### config.mk
export PLATFORM = sky130hd
export DESIGN_NAME = hazard_ctrl
export DESIGN_NICKNAME = d
export VERILOG_FILES = /design/src/rtl/hazard_ctrl.sv
export SDC_FILE = /design/constraint.sdc
export NUM_CORES = 1
export LEC_CHECK = 0
export BUFFER_PORTS_ARGS = -buffer_cell sky130_fd_sc_hd__buf_2
export CAP_MARGIN = 25
export CORE_AREA = 4 4 49 51
export DETAILED_ROUTE_END_ITERATION = 12
export DIE_AREA = 0 0 53 55
export PLACE_DENSITY_LB_ADDON = 0.12
export SLEW_MARGIN = 25
export SYNTH_ARGS = -nofsm -noshare
export SYNTH_HDL_FRONTEND = slang
export SYNTH_SLANG_ARGS = --single-unit
### constraint.sdc
create_clock -name clk -period 1.49 [get_ports clk]
set_input_delay 0.149 -clock clk [delete_from_list [all_inputs] [get_ports clk]]
set_output_delay 0.149 -clock clk [all_outputs]
set_load 0.005 [all_outputs]
### src/rtl/hazard_ctrl.sv
// Pipeline hazard / SRAM-wait sequencer: load-use and RAW stalls, branch flush, MEM wait FSM.
// Optional stall performance counter enabled by defining HAZARD_PERF_CNT_EN.
module hazard_ctrl #(
  parameter int unsigned ADDR_W  = 4,
  parameter int unsigned TIMEOUT = 15,
  parameter int unsigned TO_W    = 4,
  parameter int unsigned CNT_W   = 16
) (
  input  logic              clk,
  input  logic              rst,
  input  logic              forward_en,
  input  logic [ADDR_W-1:0] src1_ID,
  input  logic [ADDR_W-1:0] src2_ID,
  input  logic              two_src_ID,
  input  logic [ADDR_W-1:0] dest_EXE,
  input  logic              WB_EN_EXE,
  input  logic              MEM_R_EN_EXE,
  input  logic [ADDR_W-1:0] dest_MEM,
  input  logic              WB_EN_MEM,
  input  logic              mem_req,
  input  logic              mem_ready,
  input  logic              branch_taken_EXE,
  output logic              freeze_pc,
  output logic              freeze_IF_ID,
  output logic              freeze_all,
  output logic              bubble_ID_EXE,
  output logic              flush_IF_ID,
  output logic              mem_err,
  output logic [CNT_W-1:0]  stall_cycles
);

  typedef enum logic [1:0] {IDLE, WAIT, DONE, ERR} state_t;

  state_t          state, state_nxt;
  logic [TO_W-1:0] to_cnt, to_cnt_nxt;
  logic            mem_stall;
  logic            hit_exe, hit_mem, hazard;

  always_ff @(posedge clk or negedge rst) begin
    if (!rst) begin
      state  <= IDLE;
      to_cnt <= '0;
    end else begin
      state  <= state_nxt;
      to_cnt <= to_cnt_nxt;
    end
  end

  // Timeout fires on the TIMEOUT-th consecutive WAIT cycle without ready.
  always_comb begin
    state_nxt  = state;
    to_cnt_nxt = to_cnt;
    unique case (state)
      IDLE: begin
        if (mem_req) begin
          state_nxt  = WAIT;
          to_cnt_nxt = '0;
        end
      end
      WAIT: begin
        if (mem_ready)
          state_nxt = DONE;
        else if (to_cnt == TO_W'(TIMEOUT - 1))
          state_nxt = ERR;
        else
          to_cnt_nxt = to_cnt + TO_W'(1);
      end
      DONE:    state_nxt = IDLE;
      ERR:     state_nxt = ERR;
      default: state_nxt = IDLE;
    endcase
  end

  assign mem_stall = ((state == IDLE) && mem_req) || (state == WAIT);

  assign hit_exe = (src1_ID == dest_EXE) || (two_src_ID && (src2_ID == dest_EXE));
  assign hit_mem = (src1_ID == dest_MEM) || (two_src_ID && (src2_ID == dest_MEM));

  always_comb begin
    if (forward_en)
      hazard = MEM_R_EN_EXE && WB_EN_EXE && hit_exe;
    else
      hazard = (WB_EN_EXE && hit_exe) || (WB_EN_MEM && hit_mem);
  end

  // Outputs are forced low while reset is held, independent of the data inputs.
  always_comb begin
    freeze_pc     = 1'b0;
    freeze_IF_ID  = 1'b0;
    freeze_all    = 1'b0;
    bubble_ID_EXE = 1'b0;
    flush_IF_ID   = 1'b0;
    mem_err       = rst && (state == ERR);
    if (rst) begin
      if (mem_stall) begin
        freeze_pc    = 1'b1;
        freeze_IF_ID = 1'b1;
        freeze_all   = 1'b1;
      end else if (branch_taken_EXE) begin
        flush_IF_ID   = 1'b1;
        bubble_ID_EXE = 1'b1;
      end else if (hazard) begin
        freeze_pc     = 1'b1;
        freeze_IF_ID  = 1'b1;
        bubble_ID_EXE = 1'b1;
      end
    end
  end

`ifdef HAZARD_PERF_CNT_EN
  logic [CNT_W-1:0] perf_cnt;

  always_ff @(posedge clk or negedge rst) begin
    if (!rst)
      perf_cnt <= '0;
    else if (freeze_pc && (perf_cnt != '1))
      perf_cnt <= perf_cnt + CNT_W'(1);
  end

  assign stall_cycles = perf_cnt;
`else
  assign stall_cycles = '0;
`endif

endmodule

==> summary.md <==
| Metric | Value |
|---|---|
| Max-cap violations | 0 |
| Die Area | 2915 um2 |
| Total grt overflow | 0 |
| RSZ-0062 raised after global routing | yes |
| Sink Count | 6 |
| Worst-path fanout max | 2 |
| Sw Share | between 40 and 50% |
| Gr usage total | between 10% and 20% |
| Global-route wire length before repair | 2346 um |
| # H-tree levels | 1 |
| Share of total power in sequential cells | a little under a third |
| CTS tree | yes |
| Area Growth Syn to Fin | 38.49% |
| Max frequency | around 0.67 GHz |
| Logic pwr share | 54.7% |
| Core area | 1942 um2 |
| CTS Buffer Depth | 2 |
| Final instance area | between 900 and 1000 um2 |
| Worst hold path cell count | 2 |
| Largest net degree at the start of global routing | 10 |
| Die Span Y | 55 um |
| Initial core utilization | between 30% and 40% |
| N_diodes | 0 |
| HPWL after DPL | 1354 um |
| Fin worst setup slack | 6.712 ps |
| Worst IR drop on VDD | 0.0008168 V |
| Yosys warns | 0 |
| Finish-stage setup viols | 0 |
| Number of buffers created by CTS | 3 |
| Commonest non-fill, non-tap cell in the layout | buf_2 |
| Antenna violations before repair | 0 |
| CP arrival | 1330 ps |
| Hold WC Path Type | input pin to flop |
| Pint | 646.9 uW |
| DR iter-0 viols | 6 |
| Switch Pwr | approximately 450 uW |
| Final hold viol count | 0 |
| Vias in the first global route | 570 |
| Clock network fraction of design power | between 10 and 15% |
| Routed WL per cell | 11.21 um |
| Layout cells sized above 1 | 41.73% |
| Mapped Area | 711.9 um2 |
| Final worst-path cycle share | 99.55% |
| CP endpoint kind | primary output |
| Final wirelength | 1726 um |
| Clock Latency Late Sink | 250 ps |
| Setup CP Type | input pin to primary output |
| Outcome | finished, final reports clean |
| Clk_skew | between 8 and 9 ps |
| Final worst path period need | 1483 ps |
| Final max-slew violation count | 0 |
| Die Width | 53 um |
| Commonest non-fill, non-tap cells in the layout | buf_2, conb_1, xor2_1 |
| Number of port buffers | 31 |
| Yosys reg bits | 6 |
| Vias | 673 |
| Leakage | 0.0004869 uW |
| Worst-case reg-to-reg path depth | 5 |
| Clock transition at the registers of the reported paths | around 50 ps |
| DRC violation count after routing | 0 |
| Yosys cell types | 28 |
| Via/cell ratio | 4.370 |
| Placement Setup Slack | -36.52 ps |
| Average size of a mapped cell | 8.090 um2 |
| Clk root buf | clkbuf_4 |
| DRT Pass-1 Iters | 4 |
| Std-Cell Rows | 16 |
| WP data required | around 1300 ps |
| Power Dens Cells | 1111 nW/um2 |
| CP startpoint kind | input pin |
| Placer Congestion | 0.7556 |
| Placement Cell Area | between 800 and 900 um2 |
| Final nets | 157 |
| Number of post-CTS setup repair buffers | 0 |
| DP Cell Count | 150 |
| Sequential area share after synthesis | 21.09% |
| ANT nets after route | 0 |
| Mapped Cells | approximately 90 |
| I/O pin count | 48 |
| Fin cells | 154 |
-- cell families (layout without fill, tap and decap cells) --
group                      Yosys count  after routing  synth area share [%]
and+or+nand+nor                     17             17                 11.95
buffers and inverters               25             49                 22.32
DFF                                  6              6                 21.09
other                                1             16                0.5267
adders and majority gates            2              2                 3.514
AOI/OAI and AO/OA                   20             20                 19.68
xor gates and xnor gates            17             17                 20.91
-- cell type report --
class,instances,area [um2]
Fill cell,206,955.9
Sequential cell,6,151.4
Tap cell,27,33.78
Timing Repair Buffer,40,254.0
Inverter,6,23.77
Multi-Input combinational cell,72,500.5
Clock buffer,3,22.52
-- flip-flops by register name, indices dropped and copies added, names as in the netlist --
signal and count:
state 2, to_cnt 4
-- stage by stage --
step	hold slack (ps)	utilization, %	TNS, ps	power, uW
after detailed placement	6.395	45.43	-72.90	886.7
final	142.7	50.77	0	1095
after floorplan	-146.6	-	0	703.4
after global routing	140.2	50.77	-164.7	1205
after CTS	134.9	48.26	-10.65	1058
after global placement	1.379	45.43	-51.98	877.7
-- synth_stat cells --
library cell	instances	area share, %
o21bai_1	1	1.1
nor3_1	3	2.1
dfrtp_1	6	21
nand2_1	4	2.1
conb_1	1	0.53
nand4_1	1	0.88
a311o_1	1	1.4
and2_1	2	1.8
ha_1	2	3.5
clkinvlp_2	1	0.70
a311oi_2	1	2.1
xnor2_1	3	3.7
clkbuf_1	2	1.1
inv_2	1	0.53
nor2b_1	1	0.88
nor2_1	3	1.6
a22o_1	2	2.5
buf_4	17	18
o32a_1	1	1.4
o21ai_0	1	0.70
a21oi_1	3	2.1
nor4_1	2	1.8
o41a_1	1	1.6
inv_1	4	2.1
and3_1	1	0.88
a31oi_1	3	2.6
xor2_1	14	17
o21ai_1	6	4.2
-- repair_timing --
item,CTS,global route
hold endpoints to repair,6,0
pin swaps,6,7
gates resized for setup,4,11
endpoints found under the setup margin,4,6
hold buffers,1,0
-- worst paths after layout --
| path | from | to | slack [ps] |
|---|---|---|---|
| worst max-delay path | dest_MEM[2] | freeze_pc | 7 |
| worst min-delay path | mem_ready | state[0] | 140 |
| worst max register to register | to_cnt[1] | to_cnt[1] | 70 |
| worst min register to register | to_cnt[3] | to_cnt[3] | 590 |
| max in group asynchronous | rst | state[1] | 880 |
| min in group asynchronous | rst | state[0] | 350 |
-- power by group through the flow --
stage,Clock [uW],Sequential [uW],Combinational (uW)
after floorplan,0,293,410
after global placement,0,327,550
after detailed placement,0,330,557
after CTS,161,328,569
after global routing,172,357,675
final,155,341,599
-- critical path, cell delays in order --
cell and delay [ps]:
buf_6 90, xor2_1 150, nor4_1 280, a31oi_1 70, o32a_1 300, o21bai_1 150
buf_2 140
-- layer usage --
layer / GRT usage (%) / vias up / wire length [um]
met5: 0 / - / 0
met4: 6.809 / 0 / 24
met3: 4.826 / 4 / 158
met2: 17.77 / 28 / 888
met1: 12.97 / 294 / 655
li1: - / 347 / -
Note: power is estimated with default switching activity, not from simulation.
